### config.mk
export PLATFORM = sky130hd
export DESIGN_NAME = mxv_result_packer
export DESIGN_NICKNAME = d
export VERILOG_FILES = /design/src/rtl/mxv_result_packer.sv
export SDC_FILE = /design/constraint.sdc
export NUM_CORES = 1
export LEC_CHECK = 0
export ABC_CLOCK_PERIOD_IN_PS = 9600
export CAP_MARGIN = 25
export CORE_MARGIN = 2
export CORE_UTILIZATION = 42
export CTS_CLUSTER_DIAMETER = 100
export DETAILED_ROUTE_END_ITERATION = 10
export MAX_ROUTING_LAYER = met4
export PLACE_DENSITY_LB_ADDON = 0.3
export SLEW_MARGIN = 40
export SYNTH_ARGS = -nofsm -noshare
export SYNTH_HDL_FRONTEND = slang
export SYNTH_SLANG_ARGS = --single-unit
### constraint.sdc
create_clock -name clk -period 9.6 [get_ports clk]
set_input_delay 1.44 -clock clk [delete_from_list [all_inputs] [get_ports clk]]
set_output_delay 1.44 -clock clk [all_outputs]
set_load 0.01 [all_outputs]
### src/rtl/mxv_result_packer.sv
// Packs the scalar dot-product results of the MxV stage into wide AP memory words
// and writes them to consecutive AP word addresses, pulsing done at the end of a run.
module mxv_result_packer #(
    parameter int element_width = 32,
    parameter int no_of_units   = 8,
    parameter int addr_width    = 10
) (
    input  logic                                   clk,
    input  logic                                   reset,
    input  logic                                   start,
    input  logic [31:0]                            total,
    input  logic [element_width-1:0]               result_in,
    input  logic                                   result_valid,
    output logic                                   mem_we,
    output logic [addr_width-1:0]                  mem_addr,
    output logic [element_width*no_of_units-1:0]   mem_wdata,
    output logic                                   busy,
    output logic                                   done,
    output logic [31:0]                            count
);

    localparam int word_width = element_width * no_of_units;
    localparam int lane_width = (no_of_units > 1) ? $clog2(no_of_units) : 1;
    localparam logic [lane_width-1:0] last_lane = lane_width'(no_of_units - 1);

    typedef enum logic [1:0] {
        IDLE    = 2'd0,
        COLLECT = 2'd1,
        LAST    = 2'd2,
        DONE    = 2'd3
    } state_t;

    state_t                  state_r;
    logic [31:0]             total_r;
    logic [lane_width-1:0]   lane_r;
    logic [word_width-1:0]   buffer_r;
    logic [word_width-1:0]   merged_s;
    logic                    last_s;
    logic                    word_full_s;

    // Assembly buffer with the incoming result dropped into the current lane;
    // lanes above the current one are still zero because the buffer is cleared per word.
    always_comb begin
        merged_s = buffer_r;
        merged_s[lane_r*element_width +: element_width] = result_in;
        last_s      = ((count + 32'd1) == total_r);
        word_full_s = (lane_r == last_lane);
    end

    // Run control, assembly buffer, write pointer and all registered outputs.
    always_ff @(posedge clk) begin
        if (reset) begin
            state_r   <= IDLE;
            total_r   <= 32'd0;
            lane_r    <= '0;
            buffer_r  <= '0;
            mem_we    <= 1'b0;
            mem_addr  <= '0;
            mem_wdata <= '0;
            busy      <= 1'b0;
            done      <= 1'b0;
            count     <= 32'd0;
        end else begin
            mem_we <= 1'b0;
            done   <= 1'b0;
            // The pointer advances once the pending word has been presented.
            if (mem_we) begin
                mem_addr <= mem_addr + addr_width'(1);
            end
            case (state_r)
                IDLE: begin
                    if (start) begin
                        total_r  <= total;
                        count    <= 32'd0;
                        lane_r   <= '0;
                        buffer_r <= '0;
                        mem_addr <= '0;
                        busy     <= 1'b1;
                        if (total == 32'd0) begin
                            state_r <= DONE;
                            done    <= 1'b1;
                        end else begin
                            state_r <= COLLECT;
                        end
                    end
                end
                COLLECT: begin
                    if (result_valid) begin
                        count <= count + 32'd1;
                        if (word_full_s || last_s) begin
                            mem_wdata <= merged_s;
                            mem_we    <= 1'b1;
                            buffer_r  <= '0;
                            lane_r    <= '0;
                        end else begin
                            buffer_r  <= merged_s;
                            lane_r    <= lane_r + lane_width'(1);
                        end
                        if (last_s) begin
                            state_r <= LAST;
                        end
                    end
                end
                LAST: begin
                    state_r <= DONE;
                    done    <= 1'b1;
                end
                DONE: begin
                    state_r <= IDLE;
                    busy    <= 1'b0;
                end
                default: begin
                    state_r <= IDLE;
                    busy    <= 1'b0;
                end
            endcase
        end
    end

endmodule

* Word level (Yosys, flattened, before mapping) *
Index checks and enable logic that the tools add are counted.

operators by class
  muxes and demuxes = 26
  shifts and indexed selects = 2
  add/subtract/negate cells = 4
  equal/unequal tests = 8
  bitwise gates (word level) = 2
  reduce and logical (&&, ||, !) cells = 11

operators with widths
  cell                                                      count
  two-way mux 256 bit                                       3
  case mux 256 bit (2 select lines)                         1
  bitwise mux 256 bit                                       1
  variable shift 32 x 34 -> 256 bit (first input constant)  1
  indexed part select 32 x 34 -> 256 bit                    1
  two-way mux 32 bit                                        2
  case mux 32 bit (2 select lines)                          1
  negation 8 -> 34 bit                                      1
  adder 32 x 1 -> 32 bit (second input constant)            1
  equality test 32 bit                                      1
  logical NOT 32 bit                                        1
  two-way mux 10 bit                                        3
  adder 10 x 1 -> 10 bit (second input constant)            1
  two-way mux 3 bit                                         3
  AND reduction 3 bit                                       3
  two-way mux 2 bit                                         4
  case mux 2 bit (4 select lines)                           1
  != test 2 bit (second input constant)                     3
  case mux 3 bit (2 select lines)                           1
  equality test 2 bit (second input constant)               2
  two-way mux 1 bit                                         4
  case mux 1 bit (2 select lines)                           2
  AND reduction 2 bit                                       2
  nonzero test 2 bit                                        2
  7 further kinds                                           8

storage, ports and cells
  register bits = 594
  word-level logic and storage cells = 63
  output and inout port bits = 301
  bits of input ports = 68

* Longest topological paths before layout *
Gate-level depths: netlist (run 1).

  depth in word-level cells = 6
  mapped depth = 14
  depth with buffers taken out = 10

* Least setup slack after synthesis (run 1) *
Ideal clock, no wire load.

  kind = register -> register
  start point = register count[0]
  end point = register buffer_r[122]
  period minus slack after synthesis = 3461 ps
  setup slack = 6139 ps
  required time = 9475 ps
  arrival = 3336 ps
  buffers on the path = 2
  stages on the path, launching flop included = 13
  library setup time = 125 ps
  cells stage by stage = dfxtp_1 > ha_1 > nand4_2 > nor2_1 > and2_1 > mux2_2 > nor4_1 > nand4_1 > o41a_1 > nand2_2 > buf_2 > clkbuf_1 > o21ai_0

between the ends
  longest elaborated chain between the ends = 6

RTL lines
  what                               RTL line  RTL
  from (decl)                        19        output logic [31:0] count
  from (signal assigned)             89        count <= count + 32'd1;
  adder 32 x 1 -> 32 bit             46        last_s = ((count + 32'd1) == total_r);
  equality test 32 bit               46
  logical OR 1 bit                   90        if (word_full_s || last_s) begin
  two-way mux 256 bit                90
  two-way mux 256 bit                88        if (result_valid) begin
  case mux 256 bit (2 select lines)  70        case (state_r)
  to (signal assigned)               96        buffer_r <= merged_s;
  to (decl)                          36        logic [word_width-1:0] buffer_r;

No other way between the ends. The select of a mux whose other input is x is not followed.
A chain may end at the register's enable or synchronous reset.

* Final worst setup path (run 1) *
  start point = register count[0]
  end point = register buffer_r[36]

Same word-level chain as after synthesis.

==> flow_metrics.py, run 1 <==
metrics = {
    "status": {
        "status": "finished clean",
    },
    "setup_path": {
        "crit_arrival_ps": 5440,
        "rrSetupSlack_ps": 4630,
        "rr_startpoint": "count[0]",
        "critPathRequiredTime_ps": 10070,
        "path_buf_inv": 1,
        "cp-end-kind": "flip-flop",
        "critPathKind": "flip-flop to flip-flop",
        "cp_cell_sequence": "ha_1 -> nand4_2 -> nor2_1 -> and2_1 -> mux2_2 -> nor4_1 -> nand4_1 -> o41a_1 -> nand2_8 -> buf_6 -> o21ai_0",
        "crit_family": "simple AND/OR/NAND/NOR gates",
        "cp_max_fo": 119,
        "critPathSlowestCell": "buf_6",
        "reg2reg_depth": 11,
        "critPathLaunch": "count[0]",
        "r2r_end": "buffer_r[36]",
        "slowest_delay_ps": 690,
        "cp-start-kind": "flip-flop",
    },
    "floorplanning": {
        "boundaryPins": 369,
        "fp.dieH_um": 244.5,
        "rows": 88,
        "die_x_um": 244.5,
        "initial_core_util": 0.4228,
        "core_area_um2": 57480,
        "dieArea_um2": 59790,
    },
    "yosys": {
        "synthDistinctLibCells": 67,
        "synth_edf_count": 0,
        "ys_seq_area_frac": 0.4894,
        "async_reset_ff_frac": 0,
        "syn_inst": 2943,
        "ys.flop_type": "dfxtp_1",
        "syn_nets": 3024,
        "syn_area_um2": 24300,
        "ys_ff_latch": 594,
        "ys_warn_count": 0,
        "syn_area_per_cell_um2": 8.257,
    },
    "timing": {
        "maxSlewHeadroom": 0.3999,
        "timing.final.hold_violations": 0,
        "worst_pin_slew_ps": 897.4,
        "finalCritPeriodShare": 0.5177,
        "min_period_ps": 4970,
        "fin_skew_ps": 21.58,
        "fmax_ghz": 0.2012,
        "tns_ps": 0,
        "report.final.slew_viol_count": 0,
        "setup_violations": 0,
        "grt_setup_unrepaired": "false",
    },
    "global_route": {
        "track_usage": 0.2818,
        "grt-ovfl-total": 0,
        "grt_pass1_wl_mm": 128.6,
        "grt_pass1_vias": 21210,
        "antenna_found_initial": 0,
        "grt_max_degree": 120,
    },
    "run": {
        "drv_cap": 0,
    },
    "placed_design": {
        "place_congestion": 0.9276,
        "portBuffers": 368,
        "placed_area_um2": 28270,
        "dp_hpwl_mm": 54.06,
    },
    "worst_hold_path": {
        "holdPathEnd": "buffer_r[37]",
        "holdCritPathClass": "flip-flop to flip-flop",
        "min_from": "buffer_r[37]",
        "hold_depth": 2,
    },
    "clocking": {
        "postCtsSetupRepairBufs": 0,
        "clock_sinks": 594,
        "clockRootBuffer": "clkbuf_16",
        "cts_resized": 0,
        "cts_buffer_depth": 3,
        "cts_tree": "done",
        "clkTransAtPathRegs_ps": 60,
        "clock_latency_ps": 640,
        "htreeDepth": 2,
        "holdBufCountCts": 0,
        "cts_buffers": 61,
    },
    "power": {
        "power.leakage_nw": 9.434,
        "power.density_nw_per_um2": 203.6,
        "ir_drop_v": 0.0001932,
    },
    "final_layout": {
        "drive_above_1_share": 0.05121,
        "area_delta_synth_final_pct": 25.70,
        "diodes": 0,
        "fin_area_um2": 30550,
        "layout.nets": 3212,
    },
    "route": {
        "wire_per_inst_um": 21.46,
        "firstDrtPassIters": 8,
        "vias_per_cell": 5.777,
        "num_vias": 22810,
        "wirelength_mm": 84.72,
        "drc": 0,
        "drt_iter0_drc": 2528,
        "drtAntennaViolNets": 0,
    },
}
-- power breakdown --
part           switching (mW)  leakage, nW  total (mW)  internal (mW)
Clock                    1.03         1.10        2.60           1.57
Sequential             0.0460         4.79        2.57           2.52
Combinational           0.801         3.54        1.05          0.248
-- placed cells by master (no fill, tap or decap), types with 38 or more instances in the layout --
cell / Yosys / routed
clkdlybuf4s50_1: 0 / 367
a21oi_1: 507 / 507
nand2_1: 482 / 475
clkbuf_16: 0 / 61
nor2_1: 254 / 253
dfxtp_1: 594 / 594
o21ai_1: 39 / 38
a211oi_1: 230 / 230
o21ai_0: 179 / 179
a311oi_1: 38 / 38
-- per-stage QoR --
step	util	worst slack [ps]	power [mW]	instances	hold WS [ps]
after global placement	0.4889	4280	3.607	3825	433.2
after detailed placement	0.4918	4516	3.642	3831	442.1
after global routing	0.5315	4180	6.438	3948	463.2
after CTS	0.5308	4681	6.227	3946	451.5
after floorplan	-	6139	3.273	2943	424.9
final	0.5315	4630	6.219	3948	447.7
-- tightest hold or removal path: stages, from the launching register on --
cell     delay [ps]
dfxtp_1         310
nand2_1          50
o21ai_1          50
-- cells in the mapped netlist, types with 3 or more instances --
cell type	instances	area, µm²
and4_1	5	43.79
a22oi_1	4	30.03
a311oi_1	38	332.8
nand2b_1	4	25.02
clkbuf_1	183	686.9
nor3b_1	4	30.03
inv_1	9	33.78
and2_1	12	75.07
o21a_1	5	37.54
nand2_1	482	1809
buf_2	79	395.4
a32o_1	32	320.3
buf_1	6	22.52
o22ai_1	3	18.77
or3_1	7	43.79
dfxtp_1	594	11890
nand3b_1	4	30.03
nor3_1	18	90.09
nor4_1	16	100.1
and3_1	9	56.30
xnor2_1	24	210.2
ha_1	13	162.7
a21oi_1	507	2537
o2bb2ai_1	32	280.3
o21ai_1	39	195.2
xor2_1	25	219.0
nand3_1	11	55.05
nor2_1	254	953.4
nand4_1	17	106.4
buf_4	4	30.03
o21ai_0	179	895.9
nor2b_1	7	43.79
mux2i_1	35	350.3
a31oi_1	10	62.56
a211oi_1	230	1727
-- state kept, by name, indices dropped and copies added, names as in the netlist --
| signal | count |
|---|---|
| mem_addr | 10 |
| done | 1 |
| buffer_r | 256 |
| mem_wdata | 256 |
| lane_r | 3 |
| count | 32 |
| mem_we | 1 |
| busy | 1 |
| total_r | 32 |
| state_r | 2 |
-- routing by layer --
metal / wire [µm] / GRT usage / vias up
met5: 0 / - / -
met4: 3315 / 0.1089 / 0
met3: 6279 / 0.04785 / 165
met2: 38210 / 0.4243 / 880
met1: 36920 / 0.3777 / 10900
li1: - / - / 10860
-- cell families after synthesis --
family                   count (synthesis)  synth area share
XOR/XNOR                                49           0.01766
multiplexers                            36           0.01488
buffers and inverters                  282           0.04830
AO/OA/AOI/OAI                         1102            0.2737
AND/OR/NAND/NOR                        867            0.1494
adder cells (fa/ha/maj)                 13          0.006694
flip-flops                             594            0.4894
-- how the worst max path moves through the flow --
stage,end,slack (ps),depth (start not counted)
after floorplan,buffer_r[122],6140,12
after global placement,mem_wdata[114],4280,11
after detailed placement,buffer_r[167],4520,6
after CTS,buffer_r[191],4680,11
after global routing,buffer_r[250],4180,11
final,buffer_r[36],4630,11
-- cell type report --
type / instances / area [µm²]
timing repair buffer: 398 / 4075
multi-input combinational: 2067 / 11350
clock buffer: 93 / 1847
fill: 5273 / 26930
inverter: 9 / 33.78
tap: 765 / 957.2
clock inverter: 22 / 390.4
sequential: 594 / 11890
Note: power is estimated with default switching activity, not from simulation.
==> inputs of run 2 (changes only) <==
--- a/config.mk
+++ b/config.mk
@@ -5,7 +5,7 @@
 export SDC_FILE = /design/constraint.sdc
 export NUM_CORES = 1
 export LEC_CHECK = 0
-export ABC_CLOCK_PERIOD_IN_PS = 9600
+export ABC_CLOCK_PERIOD_IN_PS = 4900
 export CAP_MARGIN = 25
 export CORE_MARGIN = 2
 export CORE_UTILIZATION = 42
==> constraint.sdc (replaced) <==
create_clock -name clk -period 4.9 [get_ports clk]
set_input_delay 0.735 -clock clk [delete_from_list [all_inputs] [get_ports clk]]
set_output_delay 0.735 -clock clk [all_outputs]
set_load 0.01 [all_outputs]
==> run 2 against run 1 <==
Effect of this change: critical path type unchanged; die area unchanged; total power up 92%; sequential cell count unchanged; setup slack worse by 4300 ps; cell area about the same; sequential power up 95%.
==> flow_metrics.py, run 2 (synthesis gave the netlist of run 1 again) <==
metrics = {
    "clocking": {
        "clockRootBuffer": "clkbuf_16",
        "cts_buffer_depth": 3,
        "clock_latency_ps": 650,
        "postCtsSetupRepairBufs": 0,
        "clock_sinks": 594,
        "cts_tree": "done",
        "clkTransAtPathRegs_ps": 60,
        "htreeDepth": 2,
        "holdBufCountCts": 0,
        "cts_buffers": 61,
        "cts_resized": 0,
    },
    "floorplanning": {
        "die_x_um": 244.5,
        "core_area_um2": 57480,
        "fp.dieH_um": 244.5,
        "initial_core_util": 0.4228,
        "rows": 88,
        "boundaryPins": 369,
        "dieArea_um2": 59790,
    },
    "global_route": {
        "grt-ovfl-total": 0,
        "grt_pass1_wl_mm": 128.3,
        "track_usage": 0.2807,
        "grt_max_degree": 197,
        "antenna_found_initial": 1,
        "grt_pass1_vias": 21450,
    },
    "timing": {
        "timing.final.hold_violations": 0,
        "worst_pin_slew_ps": 976.0,
        "grt_setup_unrepaired": "false",
        "fin_skew_ps": 30.53,
        "tns_ps": 0,
        "report.final.slew_viol_count": 0,
        "whs_ps": 450.1,
        "finalCritPeriodShare": 0.9332,
        "fmax_ghz": 0.2187,
        "min_period_ps": 4573,
        "setup_violations": 0,
        "maxSlewHeadroom": 0.3473,
    },
    "final_layout": {
        "layout.nets": 3223,
        "final_util": 0.5319,
        "num-fill-cells": 5323,
        "biggestRegsByFlops": "buffer_r (256), mem_wdata (256)",
        "layout_commonest_cell": "dfxtp_1",
        "layout_common_cells": "dfxtp_1 (594), a21oi_1 (507), nand2_1 (476)",
        "drive_above_1_share": 0.05453,
        "area_delta_synth_final_pct": 25.81,
        "fin_area_um2": 30570,
    },
    "route": {
        "num_vias": 22980,
        "wire_per_inst_um": 21.37,
        "firstDrtPassIters": 6,
        "drt_iter0_drc": 2075,
        "drc": 0,
        "drtAntennaViolNets": 0,
        "wirelength_mm": 84.55,
        "vias_per_cell": 5.807,
    },
    "worst_hold_path": {
        "holdPathEnd": "buffer_r[67]",
        "holdCritPathClass": "flip-flop to flip-flop",
        "hold_depth": 2,
        "min_from": "buffer_r[67]",
    },
    "setup_path": {
        "r2r_end": "mem_wdata[237]",
        "crit_arrival_ps": 5100,
        "reg2reg_depth": 12,
        "cp_max_fo": 91,
        "critPathRequiredTime_ps": 5430,
        "slowest_delay_ps": 500,
        "cpMostUsedCell": "buf_12",
        "critPathKind": "flip-flop to flip-flop",
        "rrSetupSlack_ps": 330,
        "cp-end-kind": "flip-flop",
        "critPathLaunch": "count[0]",
        "critPathSlowestCell": "dfxtp_1",
        "cp_cell_sequence": "ha_1 -> nand4_2 -> nor2_1 -> and2_1 -> mux2_2 -> nor4_1 -> nand4_1 -> o31ai_4 -> buf_12 -> buf_12 -> a21oi_1 -> a211oi_1",
        "rr_startpoint": "count[0]",
        "cp-start-kind": "flip-flop",
    },
    "status": {
        "status": "finished clean",
    },
    "power": {
        "power.density_nw_per_um2": 391.4,
        "ir_drop_v": 0.0003495,
        "power.leakage_nw": 9.411,
    },
    "run": {
        "drv_cap": 0,
    },
    "placed_design": {
        "portBuffers": 368,
        "place_congestion": 0.8868,
        "dp_hpwl_mm": 53.94,
        "placed_area_um2": 28400,
    },
}
[run 2: cell count changes in the layout (fill, tap and decap cells not counted), sizes merged]
cell | before | now
inv | 10 | 11
buf | 31 | 42
clkinvlp | 0 | 8
clkbuf | 93 | 80
diode | 0 | 1
bufinv | 9 | 6
clkinv | 12 | 16
[run 2: routing by layer]
layer,wire length [µm],track usage,vias to the layer above
met4,3075,0.1123,0
met3,6368,0.05213,166
met1,36890,0.3685,11010
met2,38220,0.4270,924
li1,-,-,10880
met5,0,-,-
[run 2: how the worst max path moves through the flow]
stage	to	slack [ps]	cells after the start
after floorplan	buffer_r[122]	1440	12
after global placement	mem_wdata[29]	680	12
after detailed placement	mem_wdata[237]	500	12
after CTS	mem_wdata[237]	380	12
after global routing	mem_wdata[237]	40	12
final	mem_wdata[237]	330	12
[run 2: layout make-up]
| class | instances | area (µm²) | area share |
|---|---|---|---|
| tap | 765 | 957.2 | 0.03131 |
| multi-input combinational | 2067 | 11340 | 0.3709 |
| inverter | 9 | 33.78 | 0.001105 |
| antenna | 1 | 2.502 | 0.00008185 |
| timing repair buffer | 409 | 4243 | 0.1388 |
| sequential | 594 | 11890 | 0.3890 |
| clock buffer | 80 | 1728 | 0.05652 |
| clock inverter | 32 | 377.9 | 0.01236 |
[run 2: where the power goes]
| part | internal, mW | total (mW) | switching (mW) |
|---|---|---|---|
| logic | 0.514 | 2.08 | 1.56 |
| clock network | 2.81 | 4.87 | 2.06 |
| registers | 4.94 | 5.02 | 0.0869 |
[run 2: metrics by stage]
step / setup WS, ps / cells / total power [mW]
floorplan: 1439 / 2943 / 6.413
global placement: 676.2 / 3840 / 7.089
detailed placement: 500.5 / 3842 / 7.141
CTS: 380.9 / 3954 / 11.96
global route: 41.47 / 3956 / 12.38
finish: 327.1 / 3957 / 11.97
[run 2: worst max-delay path, delay by kind of cell, from the launching register on]
kind	cells	cell delay [ps]
compound gates	3	880
fa+ha+maj	1	350
buf+inv	2	730
simple gates	5	1530
flops	1	500
mux	1	340
